--- config.mk ---
export PLATFORM = sky130hd
export DESIGN_NAME = reg_bank_rw
export DESIGN_NICKNAME = d
export VERILOG_FILES = /design/src/rtl/reg_bank_rw.sv
export SDC_FILE = /design/constraint.sdc
export NUM_CORES = 2
export LEC_CHECK = 0
export ABC_AREA = 1
export CAP_MARGIN = 15
export CORE_MARGIN = 4
export CORE_UTILIZATION = 37
export CTS_BUF_LIST = sky130_fd_sc_hd__clkbuf_4
export CTS_CLUSTER_DIAMETER = 50
export CTS_CLUSTER_SIZE = 12
export DETAILED_ROUTE_END_ITERATION = 8
export GPL_ROUTABILITY_DRIVEN = 0
export HOLD_SLACK_MARGIN = 0.02
export PLACE_DENSITY = 0.62
export SYNTH_ARGS = -nofsm -noshare
export SYNTH_HDL_FRONTEND = slang
export SYNTH_SLANG_ARGS = --single-unit
--- constraint.sdc ---
create_clock -name clk -period 1.3 [get_ports clk]
set_clock_uncertainty 0.05 [all_clocks]
set_input_delay 0.13 -clock clk [delete_from_list [all_inputs] [get_ports clk]]
set_output_delay 0.13 -clock clk [all_outputs]
set_load 0.02 [all_outputs]
--- src/rtl/reg_bank_rw.sv ---
// 32 x 32-bit register bank: one write port, two latched read ports with a
// request/valid handshake and same-edge write-to-read forwarding.
module reg_bank_rw #(
    parameter logic [31:0] SP_RESET = 32'd227,
    parameter int          SP_IDX   = 29,
    parameter int          RA_IDX   = 31
) (
    input  logic        clk,
    input  logic        reset,
    input  logic        Reg_Write,
    input  logic [4:0]  Write_Reg,
    input  logic [31:0] Write_Data,
    input  logic        Read_Req,
    input  logic [4:0]  Read_Reg1,
    input  logic [4:0]  Read_Reg2,
    output logic [31:0] Read_Data1,
    output logic [31:0] Read_Data2,
    output logic        Read_Valid,
    output logic [31:0] Sp_Value
);

    // Register 0 is hardwired, so neither special index may alias it or each other.
    if (SP_IDX <= 0 || SP_IDX > 31 || RA_IDX <= 0 || RA_IDX > 31 || RA_IDX == SP_IDX) begin : g_bad_idx
        $error("reg_bank_rw: invalid SP_IDX/RA_IDX");
    end

    logic [31:0] regs_q [32];
    logic [31:0] regs_d [32];
    logic [31:0] rd1_q, rd1_d;
    logic [31:0] rd2_q, rd2_d;
    logic        valid_q, valid_d;
    logic [31:0] val1, val2;
    logic        wr_en;

    assign wr_en = Reg_Write && (Write_Reg != 5'd0);

    always_comb begin
        regs_d = regs_q;
        if (wr_en) begin
            regs_d[Write_Reg] = Write_Data;
        end
    end

    // Operand values seen at this edge, forwarding a write landing on the same edge.
    always_comb begin
        val1 = regs_q[Read_Reg1];
        if (Read_Reg1 == 5'd0) begin
            val1 = '0;
        end else if (Reg_Write && (Write_Reg == Read_Reg1)) begin
            val1 = Write_Data;
        end

        val2 = regs_q[Read_Reg2];
        if (Read_Reg2 == 5'd0) begin
            val2 = '0;
        end else if (Reg_Write && (Write_Reg == Read_Reg2)) begin
            val2 = Write_Data;
        end
    end

    always_comb begin
        rd1_d   = rd1_q;
        rd2_d   = rd2_q;
        valid_d = Read_Req;
        if (Read_Req) begin
            rd1_d = val1;
            rd2_d = val2;
        end
    end

    always_ff @(posedge clk or negedge reset) begin
        if (!reset) begin
            for (int i = 0; i < 32; i++) begin
                regs_q[i] <= (i == SP_IDX) ? SP_RESET : 32'd0;
            end
            rd1_q   <= '0;
            rd2_q   <= '0;
            valid_q <= 1'b0;
        end else begin
            regs_q  <= regs_d;
            rd1_q   <= rd1_d;
            rd2_q   <= rd2_d;
            valid_q <= valid_d;
        end
    end

    assign Read_Data1 = rd1_q;
    assign Read_Data2 = rd2_q;
    assign Read_Valid = valid_q;
    assign Sp_Value   = regs_q[SP_IDX];

endmodule
# Word level (Yosys, flattened, before mapping)
# Index checks and enable logic that the tools add are counted.
# word_totals
latchBits,0
mem_bits_rw,0
in_bits,51
register_bits,1089
wordCells,64
mem_bits_ro,0
mem_count,0
# op_classes
shift,0
order_cmp,4
n_eq_ne,2
muxes,13
n_div,0
bitwise,3
reduce_logical,7
n_addsub,0
multipliers,0
# op_table
operator,count
$bwmux W1024,1
$bmux W32 S5,2
$mux W32,9
$demux W32 S5,1
$ge A6 B6 Y1 const B,3
$not A5 Y6,3
$eq A5 B5 Y1,2
$logic_not A5 Y1,2
$lt A6 B1 Y1 const B,1
$reduce_bool A5 Y1,1
$logic_and A1 B1 Y1,4

# Depth between registers and ports, before layout
# logic_depth
depth_word,6
depth_mapped,13
depth_no_buf,11

# Worst setup path after synthesis
# Ideal clock, no wire load.
# synth_path
path_kind,input port to flip-flop
start,input port Read_Reg1[2]
end,register rd1_q[10] (netlist: Read_Data1[10])
path_slack_ns,-0.244
required_time_ns,1.133
setup_time_ns,0.117
stages,13
t_arrival_ns,1.377
path_cell_list,clkbuf_1 -> nor2_1 -> clkbuf_1 -> clkbuf_1 -> nand2_1 -> nor2_1 -> nor2_1 -> nand2_1 -> nand3_1 -> nand2_1 -> nand2_1 -> nand2_1 -> nand2_1
# synth_via
elab_chain_len,6
word_cells_on_any_way,9
classes_between,eq/ne (1); mux (5); bitwise (1); reduce/logical (2)
# synth_rtl
item,line_no,rtl
start: declaration,14,"input logic [4:0] Read_Reg1,"
$not A5 Y6 (not written as such),46,val1 = regs_q[Read_Reg1];
$bmux W32 S5,46,
$mux W32 (not written as such) (2 in series),46,
$mux W32,49,end else if (Reg_Write && (Write_Reg == Read_Reg1)) begin
$mux W32 *,47,if (Read_Reg1 == 5'd0) begin
end signal: assignment,81,rd1_q <= rd1_d;
end: declaration,29,"logic [31:0] rd1_q, rd1_d;"
# Every way passes the cells marked *; elsewhere a longest branch is shown, timed or not. The select of a mux whose other input is x is not followed.
# A chain may end at the register's enable or synchronous reset.

# Worst setup path after layout
# layout_path
start,"register regs_q, in the netlist Sp_Value[5]"
end,output port Sp_Value[5]
# layout_lines
item,line_no,rtl
start: declaration,27,logic [31:0] regs_q [32];
start signal: indexed assignment,74,regs_q[i] <= (i == SP_IDX) ? SP_RESET : 32'd0;
start signal: assignment,80,regs_q <= regs_d;
end: declaration,19,output logic [31:0] Sp_Value
# No word-level cell between the ends.

==> results.md <==
Worst hold path:
- The worst hold-check path type is in -> reg.
- The path with the worst hold slack has its endpoint at Read_Data2[17]$_DFFE_PN0P_.
- The startpoint identified for the worst hold timing path is Read_Req.
- The number of cells on the worst hold path is 6.

Setup path:
- The flop-to-flop setup slack is -0.30 ns.
- The critical path runs through a total of 2 cells.
- The number of buffers and inverters on the critical path is 2.
- Data on the critical path is required at its endpoint by 1.12 ns.
- The cell with the largest stage delay on the worst path is sky130_fd_sc_hd__dfstp_2.
- The cell family contributing the most delay on the critical path is flip-flops.
- In this design, the critical path's most frequently occurring cell is sky130_fd_sc_hd__buf_6.
- The worst register-to-register path ends at Read_Data2[7]$_DFFE_PN0P_.
- STA classifies the critical path endpoint as a primary output.
- On the worst path, the slowest cell contributes a delay of 0.56 ns.
- The signal on the critical path passes through buf_6, buf_6.
- STA classifies the critical path startpoint as a register.
- The number of cells traversed by the worst register-to-register path is 12.
- The worst-path maximum fanout is 2.
- The kind of critical path is reg -> out.
- The data arrival time at the worst-slack endpoint is 1.97 ns.
- The worst register-to-register path begins at Sp_Value[7]$_DFFE_PN1P_.

Cells and area:
- The synthesis-to-finish area growth is 27.7%.
- The top cell types in the final layout, fill and taps aside, are sky130_fd_sc_hd__nand2_1 (3,636), sky130_fd_sc_hd__dfrtp_1 (1,078), sky130_fd_sc_hd__o21ai_0 (894).
- The final standard cell utilization of the core is 0.475.
- The area taken by flip-flops and latches is 27,300 um^2.
- The commonest non-fill, non-tap cell in the layout is sky130_fd_sc_hd__nand2_1.
- The count of nets after finishing is 10,100.
- The area occupied by multi-input gates is 31,700 um^2.
- The number of fill cells in the layout is 16,500.
- Once layout is done, the placed cells without fillers occupy 79,300 um^2.
- In the final layout, the share of cells above drive strength 1 is 0.195.

Clock network:
- The clock drives 1,089 sinks.
- No sink is reached through more buffers than the 3 on the longest clock path.
- The H-tree was split into 4 levels.
- TritonCTS built the clock tree.
- The buffer cell driving the clock tree root is sky130_fd_sc_hd__clkbuf_4.
- The number of CTS-inserted buffers is 137.
- Clock-pin slew was measured on the worst setup and hold paths at 0.12 ns.
- The later pin in the worst-skew pair is clocked with a latency of 1.26 ns.

Job:
- The total of max-cap violations is 0.

Floorplan:
- The floorplan die width is 418 um.
- The overall die height is 418 um.
- The die area is 174,000 um^2.
- The number of top-level design ports is 148.
- The initial utilization of the core area, before any placement, comes to 0.372.
- In this run the standard cell core region covers 167,000 um^2.
- The row count is 150.

Place:
- Summing all placed instances gives a cell area of 72,800 um^2.
- Detailed placement finished with a half-perimeter wire length of 166,000 um.
- The count of buffers inserted at the top-level ports is 147.

Synthesis:
- The synthesized netlist occupies a cell area of 62,100 um^2.
- The number of library cell types mapped by synthesis is 21.
- The number of warnings issued by yosys is 0.
- After synthesis the netlist holds a flip-flop and latch count of 1,089.
- A synthesized cell averages 6.50 um^2.
- The fraction of synthesized cell area taken by the top area cell type is 0.437.
- Synthesis produced a netlist whose cell count is 9,547.
- In the post-synthesis netlist, the biggest area contributors are sky130_fd_sc_hd__dfrtp_1 (44%), sky130_fd_sc_hd__nand2_1 (24%), sky130_fd_sc_hd__nand3_1 (9.3%).
- sky130_fd_sc_hd__dfrtp_1 takes more of the synthesized area than any other cell.
- The number of nets in the synthesized netlist is 9,598.
- The share of the yosys chip area belonging to registers is 0.439.

Detailed routing:
- The count of nets left with antenna violations once routing finished came out at 0.
- The per-cell via count in the routed design is 5.33.
- After detailed routing, the average wire length per cell comes to 20.3 um.
- The routed layout has 66,100 vias.
- The DRC marker count from the first detailed-route iteration is 7,174.
- Wires add up to 251,000 um.
- The DRC violation count after routing is 0.
- The number of iterations in the first detailed-routing pass is 8.

Timing:
- Dividing the final minimum period by the clock period gives 1.65.
- The number of failing hold endpoints at the final stage is 0.
- Setup violations remaining at the end of the flow were counted as 182.
- Timing would allow up to 466 MHz.
- The final worst setup slack is -0.846 ns.
- Setup repair after global routing could not meet its margin everywhere.
- The final period demand of the worst path is 2.15 ns.
- Hold is met by 0.0104 ns.
- At the pin with the least slew margin, the transition time is 0.663 ns.
- Measured against its own limit, the worst slew margin works out to 0.558.
- The count of pins over their slew limit is 0.

Power and ir drop:
- The switching power is 34.2 mW.
- Of the total power, the share spent switching nets is 0.355.
- The worst-case IR drop observed on VDD is 1.08 mV.
- The total power density per cell area is 1210 nW/um^2.
- The share of total power dissipated in the clock network is 0.250.
- For this design the static power due to leakage is 39.6 nW.
- The sequential group share of total power is 0.456.
- Internal power comes to 62.1 mW.
- The power share of the combinational group is 0.293.

GRT:
- The first global-routing pass estimated 381,000 um of wire.
- In the global route stage, overall resource usage came out at 0.282.
- The pin count of the biggest net entering global routing is 67.
- The via count of the first global-routing pass came to 63,000.
- The initial antenna violation count came to 7.
- Summed over all layers, the global routing overflow is 0.

Run status:
- The checks that failed: negative setup slack.
- The flow ran to the end, but the final reports show violations.
-- kinds of logic (layout without fill, tap and decap cells) --
| family | Yosys count | count (layout) | synth area share |
|---|---|---|---|
| AO/OA/AOI/OAI | 1002 | 1002 | 0.0809 |
| other | 0 | 9 | 0 |
| buffers and inverters | 1473 | 2107 | 0.0936 |
| AND/OR/NAND/NOR | 5983 | 5983 | 0.386 |
| flip-flops | 1089 | 1089 | 0.439 |
-- metrics by stage --
step / instances / TNS (ns) / total power [mW] / setup WS, ns
floorplan: 9547 / -47.00 / 58.7 / -0.110
global placement: 12000 / -675.28 / 68.8 / -0.797
detailed placement: 12000 / -705.56 / 69.5 / -0.767
CTS: 12300 / -98.75 / 95.2 / -0.989
global route: 12400 / -92.18 / 102 / -0.962
finish: 12400 / -78.94 / 96.3 / -0.846
-- repair_timing --
item,4_1_cts,5_1_grt
endpoints found under the setup margin,161,1031
hold buffers,69,12
pin swaps,201,253
cloned,0,2
resized for setup,921,364
endpoints found under the hold margin,2146,1164
buffers inserted,49,63
-- Yosys cell counts, drive strengths merged --
master	number
o22ai	5
inv	688
nor4	2
nand4	3
dfrtp	1084
o21ai	996
clkbuf	556
a21oi	1
buf	227
clkinv	2
dfstp	5
nor2	909
nand2	3905
nor3	11
nand3	1153
-- area by class of cell --
| type | count | share of cell area |
|---|---|---|
| Multi-Input combinational cell | 6985 | 0.399 |
| Sequential cell | 1089 | 0.344 |
| Timing Repair Buffer | 1176 | 0.160 |
| Tap cell | 2204 | 0.0348 |
| Inverter | 690 | 0.0342 |
| Clock buffer | 159 | 0.0151 |
| Clock inverter | 82 | 0.0126 |
| Antenna cell | 9 | 0.000284 |
-- flip-flops by register name, summed over array words and instances (netlist names) --
name        flops
regs_q        992
Read_Data1     32
Read_Data2     32
Sp_Value       32
Read_Valid      1
-- how the worst max path moves through the flow --
stage | endpoint | slack (ns) | startpoint
finish | Sp_Value[5] | -0.85 | Sp_Value[5]$_DFFE_PN1P_
global route | Sp_Value[0] | -0.96 | Sp_Value[0]$_DFFE_PN1P_
CTS | Sp_Value[7] | -0.99 | Sp_Value[7]$_DFFE_PN1P_
detailed placement | regs_q[539]$_DFFE_PN0P_ | -0.77 | Write_Reg[1]
global placement | Read_Data1[23]$_DFFE_PN0P_ | -0.80 | Write_Reg[0]
floorplan | Read_Data1[23]$_DFFE_PN0P_ | -0.11 | Write_Reg[4]
-- worst min-delay path: cells and delay by family --
| family | cells | cell delay [ns] |
|---|---|---|
| buffers and inverters | 2 | 0.81 |
| AND/OR/NAND/NOR | 4 | 0.31 |
-- metal layers --
metal	up-vias	global-route usage	wire length, um
li1	30800	-	-
met1	31200	0.363	99200
met2	3418	0.457	115000
met3	752	0.0469	22700
met4	0	0.145	14100
met5	-	0	0
-- power by group through the flow --
stage,sequential [mW],clock [mW],combinational (mW)
6_report,43.9,24.1,28.2
5_1_grt,44.6,25.9,31.5
2_1_floorplan,43.7,0,15.0
3_3_place_gp,44.1,0,24.7
3_5_place_dp,44.2,0,25.3
4_1_cts,43.7,24.5,27.0
(Power assumes the default switching activity.)
